## src/rtl/seq_gen_pkg.sv

```systemverilog
// seq_gen_pkg: shared definitions for the multi-mode sequence generator.
// Mode encodings, per-mode seed constants (sized for the widest register,
// truncated by the user) and the LFSR tap-mask lookup.
package seq_gen_pkg;

    typedef enum logic [1:0] {
        MODE_RING    = 2'd0,
        MODE_JOHNSON = 2'd1,
        MODE_LFSR    = 2'd2,
        MODE_ROT     = 2'd3
    } mode_e;

    localparam int MIN_WIDTH = 3;
    localparam int MAX_WIDTH = 8;

    // Seeds are written at the maximum width; the generator keeps the low WIDTH bits.
    localparam logic [MAX_WIDTH-1:0] SEED_RING      = 8'h01;
    localparam logic [MAX_WIDTH-1:0] SEED_JOHNSON   = 8'h00;
    localparam logic [MAX_WIDTH-1:0] SEED_LFSR      = 8'h01;
    localparam logic [MAX_WIDTH-1:0] SEED_ROT_RESET = 8'h01;

    // Tap mask (bit i set => Q[i] feeds the XOR) giving a maximal-length sequence.
    function automatic logic [MAX_WIDTH-1:0] lfsr_taps(input int width);
        case (width)
            3:       return 8'b0000_0110;
            4:       return 8'b0000_1100;
            5:       return 8'b0001_0100;
            6:       return 8'b0011_0000;
            7:       return 8'b0110_0000;
            8:       return 8'b1011_1000;
            default: return 8'b0000_0000;
        endcase
    endfunction

endpackage

```

## src/rtl/seq_gen_multi_btn_cond.sv

```systemverilog
// btn_cond: conditions the raw mode button into a single-cycle rise pulse.
// 2-flop synchroniser, optional debounce filter (SEQ_GEN_DEBOUNCE_EN),
// then an edge register. After reset the pulse is held off until the
// synchronised button has been seen low, so a button held through reset
// never produces an advance.
module btn_cond #(
    parameter int DEBOUNCE_CYCLES = 16
) (
    input  logic clk,
    input  logic rst,
    input  logic btn_in,
    output logic rise
);

    if (DEBOUNCE_CYCLES < 1) begin : g_db_check
        $error("btn_cond: DEBOUNCE_CYCLES must be at least 1");
    end

    logic       sync1_q, sync1_d;
    logic       sync2_q, sync2_d;
    logic       prev_q, prev_d;
    logic       arm_q, arm_d;
    logic [1:0] fill_q, fill_d;
    logic       level;

`ifdef SEQ_GEN_DEBOUNCE_EN
    localparam int CNT_W = $clog2(DEBOUNCE_CYCLES) + 1;

    logic             filt_q, filt_d;
    logic [CNT_W-1:0] cnt_q, cnt_d;

    // Debounce: filtered level follows only after DEBOUNCE_CYCLES differing samples in a row
    always_comb begin
        filt_d = filt_q;
        cnt_d  = '0;
        if (sync2_q != filt_q) begin
            if (cnt_q == CNT_W'(DEBOUNCE_CYCLES - 1)) begin
                filt_d = sync2_q;
            end else begin
                cnt_d = cnt_q + CNT_W'(1);
            end
        end
    end

    // Debounce filter state
    always_ff @(posedge clk or posedge rst) begin
        if (rst) begin
            filt_q <= 1'b0;
            cnt_q  <= '0;
        end else begin
            filt_q <= filt_d;
            cnt_q  <= cnt_d;
        end
    end

    assign level = filt_q;
`else
    assign level = sync2_q;
`endif

    // Next state for synchroniser, edge register and post-reset arming
    always_comb begin
        sync1_d = btn_in;
        sync2_d = sync1_q;
        prev_d  = level;
        // fill_q[1] marks that sync2_q now reflects the real button, not reset
        fill_d  = {fill_q[0], 1'b1};
        arm_d   = arm_q | (fill_q[1] & ~sync2_q);
    end

    // Synchroniser, edge and arming registers
    always_ff @(posedge clk or posedge rst) begin
        if (rst) begin
            sync1_q <= 1'b0;
            sync2_q <= 1'b0;
            prev_q  <= 1'b0;
            arm_q   <= 1'b0;
            fill_q  <= 2'b00;
        end else begin
            sync1_q <= sync1_d;
            sync2_q <= sync2_d;
            prev_q  <= prev_d;
            arm_q   <= arm_d;
            fill_q  <= fill_d;
        end
    end

    assign rise = level & ~prev_q & arm_q;

endmodule

```

## src/rtl/seq_gen_multi.sv

```systemverilog
// seq_gen_multi: WIDTH-bit left-shifting sequence generator with four
// feedback modes (ring, Johnson, LFSR, rotate), button-driven mode advance
// with reseed, parallel load and a registered wrap pulse.
// Optional button debounce is compiled in with SEQ_GEN_DEBOUNCE_EN.
module seq_gen_multi
    import seq_gen_pkg::*;
#(
    parameter int WIDTH           = 4,
    parameter int DEBOUNCE_CYCLES = 16
) (
    input  logic             clk,
    input  logic             rst,
    input  logic             button,
    input  logic             step_en,
    input  logic             load,
    input  logic [WIDTH-1:0] load_data,
    output logic [1:0]       C,
    output logic [WIDTH-1:0] Q,
    output logic             serial_out,
    output logic             wrap
);

    if (WIDTH < MIN_WIDTH || WIDTH > MAX_WIDTH) begin : g_width_check
        $error("seq_gen_multi: WIDTH must be in 3..8");
    end

    localparam logic [WIDTH-1:0] TAPS        = WIDTH'(lfsr_taps(WIDTH));
    localparam logic [WIDTH-1:0] SEED_RING_W = WIDTH'(SEED_RING);
    localparam logic [WIDTH-1:0] SEED_JOHN_W = WIDTH'(SEED_JOHNSON);
    localparam logic [WIDTH-1:0] SEED_LFSR_W = WIDTH'(SEED_LFSR);
    localparam logic [WIDTH-1:0] SEED_ROT_W  = WIDTH'(SEED_ROT_RESET);

    mode_e            c_q, c_d;
    logic [WIDTH-1:0] q_q, q_d;
    logic [WIDTH-1:0] rot_seed_q, rot_seed_d;
    logic             wrap_q, wrap_d;
    logic             adv;
    logic             fb;

    btn_cond #(
        .DEBOUNCE_CYCLES(DEBOUNCE_CYCLES)
    ) u_btn_cond (
        .clk   (clk),
        .rst   (rst),
        .btn_in(button),
        .rise  (adv)
    );

    // Seed of a mode; rotate takes its seed from the user-loaded register
    function automatic logic [WIDTH-1:0] seed_of(input mode_e m, input logic [WIDTH-1:0] rot);
        case (m)
            MODE_RING:    return SEED_RING_W;
            MODE_JOHNSON: return SEED_JOHN_W;
            MODE_LFSR:    return SEED_LFSR_W;
            default:      return rot;
        endcase
    endfunction

    // Feedback bit shifted into Q[0] for the current mode
    always_comb begin
        fb = 1'b0;
        case (c_q)
            MODE_RING:    fb = (q_q[WIDTH-2:0] == '0);
            MODE_JOHNSON: fb = ~q_q[WIDTH-1];
            MODE_LFSR:    fb = (q_q == '0) ? 1'b1 : ^(q_q & TAPS);
            default:      fb = q_q[WIDTH-1];
        endcase
    end

    // Action priority: mode advance, then load, then step; losers are dropped
    always_comb begin
        c_d        = c_q;
        q_d        = q_q;
        rot_seed_d = rot_seed_q;
        wrap_d     = 1'b0;
        if (adv) begin
            c_d = mode_e'(c_q + 2'd1);
            q_d = seed_of(c_d, rot_seed_q);
        end else if (load) begin
            q_d        = load_data;
            rot_seed_d = load_data;
        end else if (step_en) begin
            q_d    = {q_q[WIDTH-2:0], fb};
            wrap_d = (q_d == seed_of(c_q, rot_seed_q));
        end
    end

    // Mode, register, rotate seed and wrap pulse
    always_ff @(posedge clk or posedge rst) begin
        if (rst) begin
            c_q        <= MODE_RING;
            q_q        <= SEED_RING_W;
            rot_seed_q <= SEED_ROT_W;
            wrap_q     <= 1'b0;
        end else begin
            c_q        <= c_d;
            q_q        <= q_d;
            rot_seed_q <= rot_seed_d;
            wrap_q     <= wrap_d;
        end
    end

    assign C          = c_q;
    assign Q          = q_q;
    assign serial_out = q_q[WIDTH-1];
    assign wrap       = wrap_q;

endmodule

```

## config.mk

```make
export PLATFORM = sky130hd
export DESIGN_NAME = seq_gen_multi
export DESIGN_NICKNAME = d
export VERILOG_FILES = /design/src/rtl/seq_gen_pkg.sv /design/src/rtl/seq_gen_multi_btn_cond.sv /design/src/rtl/seq_gen_multi.sv
export SDC_FILE = /design/constraint.sdc
export NUM_CORES = 1
export LEC_CHECK = 0
export CAP_MARGIN = 20
export CELL_PAD_IN_SITES_DETAIL_PLACEMENT = 1
export CELL_PAD_IN_SITES_GLOBAL_PLACEMENT = 1
export CORE_MARGIN = 2
export CORE_UTILIZATION = 41
export CTS_CLUSTER_SIZE = 14
export DETAILED_ROUTE_END_ITERATION = 8
export GPL_TIMING_DRIVEN = 0
export PLACE_DENSITY_LB_ADDON = 0.15
export SLEW_MARGIN = 20
export SYNTH_ARGS = -nofsm -noshare
export SYNTH_HDL_FRONTEND = slang
export SYNTH_SLANG_ARGS = --single-unit
export TNS_END_PERCENT = 5
```

## constraint.sdc

```tcl
create_clock -name clk -period 3.6 [get_ports clk]
set_input_delay 0.36 -clock clk [delete_from_list [all_inputs] [get_ports clk]]
set_output_delay 0.36 -clock clk [all_outputs]
set_load 0.005 [all_outputs]
```

### Word-level counts from Yosys, hierarchy flattened

Cells that the tools add are included.

| cells by class | value |
|---|---|
| $add $sub $neg | 1 |
| equal/unequal tests | 5 |
| mux-type cells | 13 |
| bitwise gates (word level) | 8 |
| reductions and logical operators | 9 |

Operators by type and width:

| cell | count |
|---|---|
| 4-bit 2-to-1 mux | 6 |
| 4-bit one-hot mux with 2 select lines | 2 |
| 2-bit by 1-bit equality test with 1-bit output (second input constant) | 2 |
| 2-bit equality test (second input constant) | 2 |
| 4-bit equality test | 1 |
| 2-bit logical NOT | 2 |
| 4-bit logical NOT | 1 |
| 1-bit 2-to-1 mux | 4 |
| 1-bit NOT | 4 |
| 2-bit OR reduction | 2 |
| 4-bit XOR reduction | 1 |
| 1-bit bitwise AND | 3 |
| 3-bit logical NOT | 1 |
| 1-bit one-hot mux with 3 select lines | 1 |
| 3-bit nonzero test | 1 |
| 2-bit by 1-bit adder with 2-bit output (second input constant) | 1 |
| 2-bit AND reduction | 1 |
| 1-bit OR | 1 |

| storage, ports and cells | value |
|---|---|
| bits in registers | 17 |
| bits of input ports | 9 |
| output and inout bits | 8 |
| logic and storage cells | 45 |

### Depth between registers and ports, before layout

Gate-level depths: netlist of run 1.

| depth | value |
|---|---|
| depth after elaboration | 10 |
| mapped depth | 6 |
| gate-level depth less buffers | 6 |

### By module

Synthesis of run 1 repeated with hierarchy kept, for this count alone.

| unflattened totals | value |
|---|---|
| cells, all modules | 92 |
| area, all modules | 940.9 um2 |

Modules (own cells, without submodules):

| module | times used | cells an instance | area each (um2) |
|---|---|---|---|
| seq_gen_multi | 1 | 81 | 759.5 |
| btn_cond | 1 | 11 | 181.4 |

### Worst setup path after synthesis of run 1

No wires, ideal clock.

| timing | value |
|---|---|
| path type | reg-to-reg |
| from | reg q_q[2], in the netlist Q[2] |
| to | reg wrap_q, in the netlist wrap |
| arrival | 1.451 ns |
| data required time | 3.499 ns |
| slack | 2.048 ns |
| cell stages (with the launch flop) | 6 |
| path buffers | 0 |
| period minus slack after synthesis | 1.552 ns |
| path through | dfrtp_1 -> inv_1 -> ha_1 -> a221oi_1 -> a211oi_1 -> nor4_1 |

| between the ends | value |
|---|---|
| cells in the longest elaborated chain, start to end | 7 |
| elaborated cells on any way between the ends | 9 |
| those cells by class | eq/ne: 1; mux: 5; reduce/logical: 3 |

RTL lines:

| item | RTL line | text |
|---|---|---|
| start: declaration | seq_gen_multi.sv:34 | `logic [WIDTH-1:0] q_q, q_d;` |
| start signal: assignment | seq_gen_multi.sv:97 | `q_q <= q_d;` |
| 4-bit XOR reduction / 4-bit logical NOT (equally long branches) | seq_gen_multi.sv:65 | `MODE_LFSR: fb = (q_q == '0) ? 1'b1 : ^(q_q & TAPS);` |
| 1-bit 2-to-1 mux | seq_gen_multi.sv:65 |  |
| 1-bit one-hot mux with 3 select lines | seq_gen_multi.sv:62 | `case (c_q)` |
| 4-bit equality test * | seq_gen_multi.sv:84 | `wrap_d = (q_d == seed_of(c_q, rot_seed_q));` |
| 1-bit 2-to-1 mux * | seq_gen_multi.sv:82 | `end else if (step_en) begin` |
| 1-bit 2-to-1 mux * | seq_gen_multi.sv:79 | `end else if (load) begin` |
| 1-bit 2-to-1 mux * | seq_gen_multi.sv:76 | `if (adv) begin` |
| via wrap_d | seq_gen_multi.sv:36 | `logic wrap_q, wrap_d;` |
| end signal: assignment | seq_gen_multi.sv:99 | `wrap_q <= wrap_d;` |
| end: declaration | seq_gen_multi.sv:36 |  |

Mark *: on every way through the listed nets, which the timed path passes. The rest lies on a longest branch.
A chain may end at the register's enable or synchronous reset.

### Worst setup path after layout of run 1

Same ends and word-level chain as after synthesis.

==> results by group, run 1 <==
Run status
  • Status: complete, no violations

Cells and area
  • Post-route cell area: 1130 sq um
  • Most common cell after layout, fill and taps aside: dfrtp_1
  • Multi-input gate area: 453 sq um
  • Number of fill cells: 253
  • Reg area: 428 sq um
  • N_diodes: 0
  • NumNets Final: 127
  • Fraction of layout instances using a drive strength above 1: 13.6%
  • Commonest non-fill, non-tap cells in the layout: dfrtp_1, clkdlybuf4s50_1, nand2_1, nor2_1, ha_1
  • Fin util: 51.9%
  • Area growth syn-to-layout: 22.0%

STA
  • Slew margin rel.: 56.8%
  • Final period utilization: 50.5%
  • Fmax: 550 MHz
  • Hold slack: 0.358 ns
  • Clock Skew: 0.00696 ns
  • Setup violators final: 0
  • Fin crit period: 1.82 ns
  • Worst-margin pin slew: 0.647 ns
  • Final setup TNS: 0 ns
  • Max Slew Vio Count: 0
  • RSZ-0062 raised after global routing: false
  • Fin. Hold Viols: 0

Drt
  • WL per Instance: 14.7 microns
  • DR iter-0 viols: 2
  • Number of nets with antenna violations after detailed routing: 0
  • Drt pass-1 iters: 3
  • DR vias/cell: 5.24
  • DRC Markers: 0
  • Detailed Route WL: 2.02 mm
  • DR vias: 723

Critical path
  • WP data arrival: 2.02 ns
  • Required @ worst endpoint: 3.80 ns
  • Endpoint class of the critical path: flop
  • CP Max Fanout: 6
  • WS Path Type: flop to flop
  • Crit path launch type: flop
  • R2R setup slack: 1.78 ns

GRT
  • M1 GR Usage: 23.4%
  • Number of global-route vias before repair: 776
  • Global-route total usage across every layer: 18.7%
  • Global-route track usage on met2: 31.0%
  • Initial antenna violation count: 0
  • Met3 Resource Use GR: 3.22%
  • Top Usage Layer GRT: met2
  • First-pass GRT wire length: 3.53 mm
  • Largest net degree at the start of global routing: 18
  • GRT Residual Overflow: 0

Power and ir drop
  • P_int: 413 uW
  • Switching power: 245 uW
  • Gate power share: 43.0%
  • Worst VDD drop: 0.314 mV
  • Pwr per Cell Area: 585 nW/um^2
  • Total chip power: 658 uW
  • Pleak: 0.000494 uW
  • Clock power share: 16.1%
  • Sequential power share: 40.9%
  • Sw frac: 37.3%

Die
  • Core ar.: 2170 sq um
  • Die H: 51.5 microns
  • Initial Util: 42.6%
  • Floorplan row count: 17
  • I/O pins: 17
  • Die area: 2650 sq um
  • Die width: 51.5 microns

Clocking
  • CTS Buf Count: 3
  • H-tree levels: 1
  • Post-CTS setup buffers: 0
  • Worst-case clock buffer depth: 2
  • Post-cts resize count: 0
  • Root Driver: clkbuf_4
  • Skew-Pair Late Insertion Delay: 0.30 ns
  • CTS Sinks: 17
  • Hold_buf cts: 0
  • CTS tree: done
  • Clock transition at path regs: 0.10 ns

Yosys
  • Syn nets: 108
  • Mapped Cells: 92
  • Mapped Area: 923 sq um
  • Synth Flop Type: dfrtp_1
  • Synth cell types: 30
  • Synthesis Warnings: 0
  • Syn Area/Cell: 10.0 sq um
  • FF+latch count, synth: 17
  • Number of synthesized flops with an enable pin: 0
  • Seq/Total Area, Yosys: 46.3%
  • Async SR Flop Fraction: 100%

Run
  • Max cap viols: 0

Place
  • Dpl cell area: 1100 sq um
  • Number of port buffers: 14
  • Global placement routability congestion: 0.740
  • HPWL Detailed: 1.57 mm

Worst hold path
  • Hold Crit Class: flop to flop
Yosys cell counts (3+ instances only):
cell / n / share of area [%]
nor2_1: 8 / 3.3
nand2_1: 9 / 3.7
dfrtp_1: 15 / 41
ha_1: 7 / 9.5
a21oi_1: 5 / 2.7
inv_1: 6 / 2.4
mux2i_1: 3 / 3.3
o21ai_0: 6 / 3.3
mux2_2: 4 / 4.9
nand3_1: 4 / 2.2
power groups by stage:
stage	sequential, uW	clock [uW]	combinational [uW]
6_report	269	106	283
5_1_grt	277	115	321
4_1_cts	270	109	287
3_5_place_dp	273	0	286
3_3_place_gp	272	0	274
2_1_floorplan	264	0	183
worst paths after layout:
check,startpoint,endpoint,depth (start not counted)
worst max-delay path,Q[2],wrap,5
worst min-delay path,u_btn_cond.sync1_q,u_btn_cond.level,0
worst max register to register,Q[2],wrap,5
worst min register to register,u_btn_cond.sync1_q,u_btn_cond.level,0
max in group asynchronous,rst,u_btn_cond.prev_q,2
min in group asynchronous,rst,rot_seed_q[1],2
cell type report:
type,count,area share [%]
Clock inverter,1,0.444
Tap cell,28,3.11
Buffer,4,1.78
Clock buffer,3,2.00
Sequential cell,17,38.0
Inverter,6,2.00
Timing Repair Buffer,14,12.4
Multi-Input combinational cell,65,40.2
kinds of logic after synthesis:
family / Yosys count / share of synthesized area [%]
simple gates: 29 / 15.7
flops: 17 / 46.3
fa+ha+maj: 7 / 9.48
other cells: 1 / 0.406
mux: 7 / 8.13
buf+inv: 10 / 4.61
xor+xnor: 2 / 1.90
compound gates: 19 / 13.4
state kept, by name, summed over array words and instances (netlist names):
signal and flops:
Q 4, u_btn_cond.sync1_q 1, u_btn_cond.level 1, C 2, u_btn_cond.arm_q 1, wrap 1, u_btn_cond.fill_q 2, rot_seed_q 4
u_btn_cond.prev_q 1
layer usage:
metal  vias up  part of all wire (%)  wire length, microns
met1       355                    44                   894
met5         -                     0                     0
met4         0                   2.1                    42
met2        15                    50                  1000
met3         5                   4.2                    84
li1        348                     -                     -
worst max-delay path: stages, from the launching register on:
cell and delay, ns:
dfrtp_1 0.48, inv_1 0.07, ha_1 0.29, a221oi_1 0.41, a211oi_1 0.14, nor4_1 0.32
metrics by stage:
stage | std cells | setup WS, ns
3_3_place_gp | 134 | 1.84
3_5_place_dp | 134 | 1.77
5_1_grt | 138 | 1.59
4_1_cts | 138 | 1.74
2_1_floorplan | 92 | 2.05
6_report | 138 | 1.78
Power figures use the tool's default switching activity.
==> inputs of run 2 (changes only) <==
Settings changed: CORE_UTILIZATION 41 to 38.
Clock period 3.6 ns to 1.9 ns, I/O delays scaled along.
==> run 2 against run 1 <==
- combinational power grew 94%
- largest cell class unchanged
- clock power is 82% higher
- largest power group unchanged
- non-clock buffer count stayed put
- sequential power is 90% higher
- die area increased by 7.3%
- cell count is the same
==> results by group, run 2 (synthesis results as in run 1) <==
Worst hold path
  • Hold Crit Class: primary input to async pin

STA
  • Fin crit period: 1.73 ns (-0.0884 ns)
  • Slew margin rel.: 56.7% (-0.14 points)
  • Final setup TNS: 0 ns (unchanged)
  • Fmax: 578 MHz (+5.1%)
  • RSZ-0062 raised after global routing: false
  • Final period utilization: 91.1% (+41 points)
  • Fin. Hold Viols: 0 (unchanged)
  • Clock Skew: 0.00748 ns (+0.000520 ns)
  • Max Slew Vio Count: 0 (unchanged)
  • Worst-margin pin slew: 0.649 ns (+0.00209 ns)
  • Setup violators final: 0 (unchanged)
  • Hold slack: 0.276 ns (-0.0820 ns)

Cells and area
  • N_diodes: 0 (unchanged)
  • Number of fill cells: 272 (+7.5%)
  • Area growth syn-to-layout: 22.6%
  • Reg area: 429 sq um (+0.29%)
  • NumNets Final: 127 (unchanged)
  • Commonest non-fill, non-tap cells in the layout: dfrtp_1, clkdlybuf4s50_1, nand2_1, nor2_1, ha_1
  • Post-Layout Cell Count: 138 (unchanged)
  • Fraction of layout instances using a drive strength above 1: 14.5% (+0.91 points)
  • Multi-input gate area: 459 sq um (+1.4%)

Power and ir drop
  • Pwr per Cell Area: 1110 nW/um^2 (+89%)
  • Pleak: 0.000491 uW (-0.47%)
  • Worst VDD drop: 0.648 mV (+110%)

Place
  • Number of port buffers: 14 (unchanged)
  • HPWL Detailed: 1.51 mm (-3.7%)
  • Placed Cells: 134 (unchanged)
  • Global placement routability congestion: 0.756 (+2.2%)

Drt
  • Number of nets with antenna violations after detailed routing: 0 (unchanged)
  • DR vias: 702 (-2.9%)
  • WL per Instance: 14.2 microns (-3.2%)
  • DRC Markers: 0 (unchanged)
  • DR vias/cell: 5.09 (-2.9%)
  • Detailed Route WL: 1.96 mm (-3.2%)
  • DR iter-0 viols: 4 (+2)
  • Drt pass-1 iters: 4 (+1)

GRT
  • Initial antenna violation count: 0 (unchanged)
  • Number of global-route vias before repair: 684 (-12%)
  • GRT Residual Overflow: 0 (unchanged)
  • Largest net degree at the start of global routing: 18 (unchanged)
  • First-pass GRT wire length: 3.29 mm (-6.8%)
  • Global-route total usage across every layer: 16.5% (-2.2 points)

Critical path
  • Required @ worst endpoint: 2.08 ns (-1.72 ns)
  • Crit path to: wrap
  • R2R depth: 6 (+1)
  • WP data arrival: 1.91 ns (-0.11 ns)
  • Endpoint class of the critical path: flop
  • WS Path Type: flop to flop
  • CP Max Fanout: 5 (-1)
  • Worst r2r dst: wrap
  • R2R setup slack: 0.17 ns (-1.61 ns)
  • Crit path from: C[1]
  • Crit path launch type: flop
  • Origin of the critical flop-to-flop path: C[1]

Die
  • Die H: 53.3 microns (+3.6%)
  • Die width: 53.3 microns (+3.6%)
  • Floorplan row count: 17 (unchanged)
  • Core ar.: 2250 sq um (+3.9%)
  • I/O pins: 17 (unchanged)
  • Die area: 2840 sq um (+7.3%)
  • Initial Util: 41.0% (-1.6 points)

Clocking
  • CTS Sinks: 17 (unchanged)
  • CTS Buf Count: 3 (unchanged)
  • Worst-case clock buffer depth: 2 (unchanged)
  • Skew-Pair Late Insertion Delay: 0.29 ns (about the same)
  • Clock transition at path regs: 0.10 ns (about the same)
  • CTS tree: done
  • Post-cts resize count: 0 (unchanged)
  • Hold_buf cts: 0 (unchanged)
  • Root Driver: clkbuf_4
  • H-tree levels: 1 (unchanged)
  • Post-CTS setup buffers: 0 (unchanged)

Run status
  • Status: complete, no violations

Run
  • Max cap viols: 0 (unchanged)
run 2: changes by cell type in the layout (fill, tap and decap cells not counted):
cell      before  now
a221oi_1       1    0
dfrtp_1       15   14
clkbuf_1       2    3
clkinv_2       1    0
dfrtp_2        0    1
a221oi_2       0    1
run 2: layer usage:
metal,share of wire (%),up-vias,global-route usage [%]
met3,3.3,2,3.39
met2,52,11,28.0
met4,0.51,0,5.13
li1,-,350,-
met1,44,339,20.7
met5,0,-,0
run 2: critical path, cell delays in order, from the launching register on:
cell,delay (ns)
dfrtp_1,0.44
inv_1,0.14
ha_1,0.24
nand2b_4,0.06
a211o_1,0.31
and3_1,0.15
nor4_1,0.28
run 2: power by group:
group / leakage (uW) / internal, uW / total [uW] / switching [uW]
sequential: 0.000198 / 431 / 512 / 81.3
clock: 0.0000150 / 81.5 / 193 / 112
combinational: 0.000278 / 284 / 549 / 265
total: 0.000491 / 796 / 1250 / 458
run 2: stage by stage:
step | power [uW] | setup slack, ns | cell area [sq um] | utilization [%]
floorplan | 847 | 0.348 | 923 | -
global placement | 1030 | 0.197 | 1100 | 48.7
detailed placement | 1060 | 0.107 | 1100 | 48.7
CTS | 1260 | 0.0724 | 1120 | 49.9
global route | 1370 | 0.00522 | 1130 | 50.2
finish | 1250 | 0.169 | 1130 | 50.2
run 2: area by class of cell:
type,instances,share of cell area (%)
clock buffers,4,2.32
repair buffers,14,12.4
well taps,28,3.09
plain buffers,4,1.77
flip-flops and latches,17,37.9
inverters,6,1.99
multi-input cells,65,40.6
run 2: worst min-delay path by stage:
stage | cells past startpoint | to | slack (ns)
after floorplan | 1 | C[0] | 0.11
final | 2 | C[1] | 0.28
after global routing | 2 | wrap | 0.33
after detailed placement | 0 | u_btn_cond.fill_q[1] | 0.34
after CTS | 2 | C[1] | 0.29
after global placement | 0 | u_btn_cond.fill_q[1] | 0.34
==> inputs of run 3 (changes only) <==
--- a/config.mk
+++ b/config.mk
@@ -15,2 +15,3 @@
 export GPL_TIMING_DRIVEN = 0
+export HOLD_SLACK_MARGIN = 0.02
 export PLACE_DENSITY_LB_ADDON = 0.15
==> constraint.sdc (replaced) <==
create_clock -name clk -period 1.9 [get_ports clk]
set_input_delay 0.38 -clock clk [delete_from_list [all_inputs] [get_ports clk]]
set_output_delay 0.38 -clock clk [all_outputs]
set_load 0.05 [all_outputs]
==> run 3 against run 2 <==
- die area stayed put
- clock-buffer cell count stayed put
- highest routed layer unchanged
- setup slack worse by 0.090 ns
- critical path type is now flop to output pin
- wire length is 0.31% higher
- largest cell class unchanged
==> results by group, run 3 (synthesis results as in run 1) <==
Run status
  • Status: complete, no violations

Drt
  • DRC Markers: 0 (unchanged)
  • DR vias/cell: 5.08 (-0.14%)
  • WL per Instance: 14.2 microns (+0.31%)
  • Drt pass-1 iters: 4 (unchanged)
  • Number of nets with antenna violations after detailed routing: 0 (unchanged)
  • Detailed Route WL: 1.97 mm (+0.31%)
  • DR vias: 701 (-0.14%)
  • DR iter-0 viols: 4 (unchanged)

Critical path
  • Worst Path Buf+Inv: 1 (unchanged)
  • CP Max Fanout: 7 (+2)
  • WS Path Type: flop to output pin
  • Crit-path max cell delay: 0.61 ns (+0.17 ns)
  • WP data arrival: 1.44 ns (-0.47 ns)
  • Required @ worst endpoint: 1.52 ns (-0.56 ns)
  • Critical Path, Cell by Cell: dlygate4sd2_1
  • Endpoint class of the critical path: output pin
  • Crit path launch type: flop
  • Delay-heaviest family, CP: flip-flops
  • CP max stage cell: dfstp_2

Place
  • HPWL Detailed: 1.51 mm (unchanged)
  • Global placement routability congestion: 0.756 (unchanged)
  • Number of port buffers: 14 (unchanged)

Clocking
  • Worst-case clock buffer depth: 2 (unchanged)
  • CTS tree: done
  • Root Driver: clkbuf_4
  • H-tree levels: 1 (unchanged)
  • Post-CTS setup buffers: 0 (unchanged)
  • Hold_buf cts: 0 (unchanged)
  • CTS Sinks: 17 (unchanged)
  • Clock transition at path regs: 0.10 ns (about the same)
  • Skew-Pair Late Insertion Delay: 0.29 ns (about the same)
  • CTS Buf Count: 3 (unchanged)

GRT
  • Initial antenna violation count: 0 (unchanged)
  • Number of global-route vias before repair: 686 (+0.29%)
  • Largest net degree at the start of global routing: 18 (unchanged)
  • First-pass GRT wire length: 3.31 mm (+0.43%)
  • Global-route total usage across every layer: 16.5% (+0.060 points)
  • GRT Residual Overflow: 0 (unchanged)

STA
  • Fin. Hold Viols: 0 (unchanged)
  • Worst-margin pin slew: 0.649 ns (-0.0000883 ns)
  • Fmax: 549 MHz (-5.0%)
  • RSZ-0062 raised after global routing: false
  • Slew margin rel.: 56.7% (about the same)
  • Setup violators final: 0 (unchanged)
  • Clock Skew: 0.00748 ns (unchanged)
  • Max Slew Vio Count: 0 (unchanged)
  • Final period utilization: 95.9% (+4.8 points)
  • Fin crit period: 1.82 ns (+0.0904 ns)
  • Final setup TNS: 0 ns (unchanged)

Cells and area
  • Area growth syn-to-layout: 21.5%
  • Most common cell after layout, fill and taps aside: dfrtp_1
  • Commonest non-fill, non-tap cells in the layout: dfrtp_1, nand2_1, nor2_1, ha_1, clkdlybuf4s50_1
  • Fraction of layout instances using a drive strength above 1: 15.5% (+0.91 points)
  • N_diodes: 0 (unchanged)
  • NumNets Final: 127 (unchanged)

Die
  • Floorplan row count: 17 (unchanged)
  • Die width: 53.3 microns (unchanged)
  • Initial Util: 41.0% (unchanged)
  • Die area: 2840 sq um (unchanged)
  • Die H: 53.3 microns (unchanged)
  • I/O pins: 17 (unchanged)
  • Core ar.: 2250 sq um (unchanged)

Power and ir drop
  • Pwr per Cell Area: 1230 nW/um^2 (+11%)
  • Total chip power: 1380 uW (+10%)
  • Worst VDD drop: 0.830 mV (+28%)
  • Pleak: 0.000506 uW (+3.0%)

Run
  • Max cap viols: 0 (unchanged)

Worst hold path
  • Hold Crit Class: flop to flop
==> run 3: worst paths after layout <==
kind                                       from                    to  slack (ns)  cells past startpoint
max                                        Q[0]                  Q[0]        0.08                      1
min reg2reg                u_btn_cond.fill_q[0]  u_btn_cond.fill_q[1]        0.36                      0
min                        u_btn_cond.fill_q[0]  u_btn_cond.fill_q[1]        0.36                      0
min in group asynchronous                   rst                  C[1]        0.47                      2
max in group asynchronous                   rst                  C[0]        0.98                      2
max reg2reg                                C[1]                  wrap        0.17                      6
==> run 3: area by class of cell <==
class,count,area (sq um)
fillers,275,1130
well taps,28,35.0
repair buffers,14,130
flip-flops and latches,17,429
plain buffers,4,20.0
clock buffers,4,26.3
inverters,6,22.5
multi-input cells,65,459
==> run 3: per-layer routing <==
metal	global-route usage (%)	routed length, microns	up-vias
met5	0	0	-
met1	20.7	871	338
met3	3.39	65	2
li1	-	-	350
met2	28.2	1020	11
met4	5.13	10	0
==> run 3: repair_timing <==
action | 4_1_cts | 5_1_grt
resized for setup | 7 | 2
setup endpoints to repair | 7 | 1
hold endpoints to repair | 0 | 0
==> run 3: per-stage QoR <==
step,hold WS [ns],setup WS [ns],std cells,cell area (sq um),util [%]
floorplan,0.305,0.0137,92,923,-
global placement,0.340,0.126,134,1100,48.7
detailed placement,0.339,0.107,134,1100,48.7
CTS,0.366,0.0598,138,1110,49.4
global route,0.370,0.00802,138,1120,49.8
finish,0.362,0.0788,138,1120,49.8
==> run 3: power by group <==
part / switching, uW / internal (uW)
clock network: 112 / 81.5
registers: 79.9 / 431
logic: 423 / 256
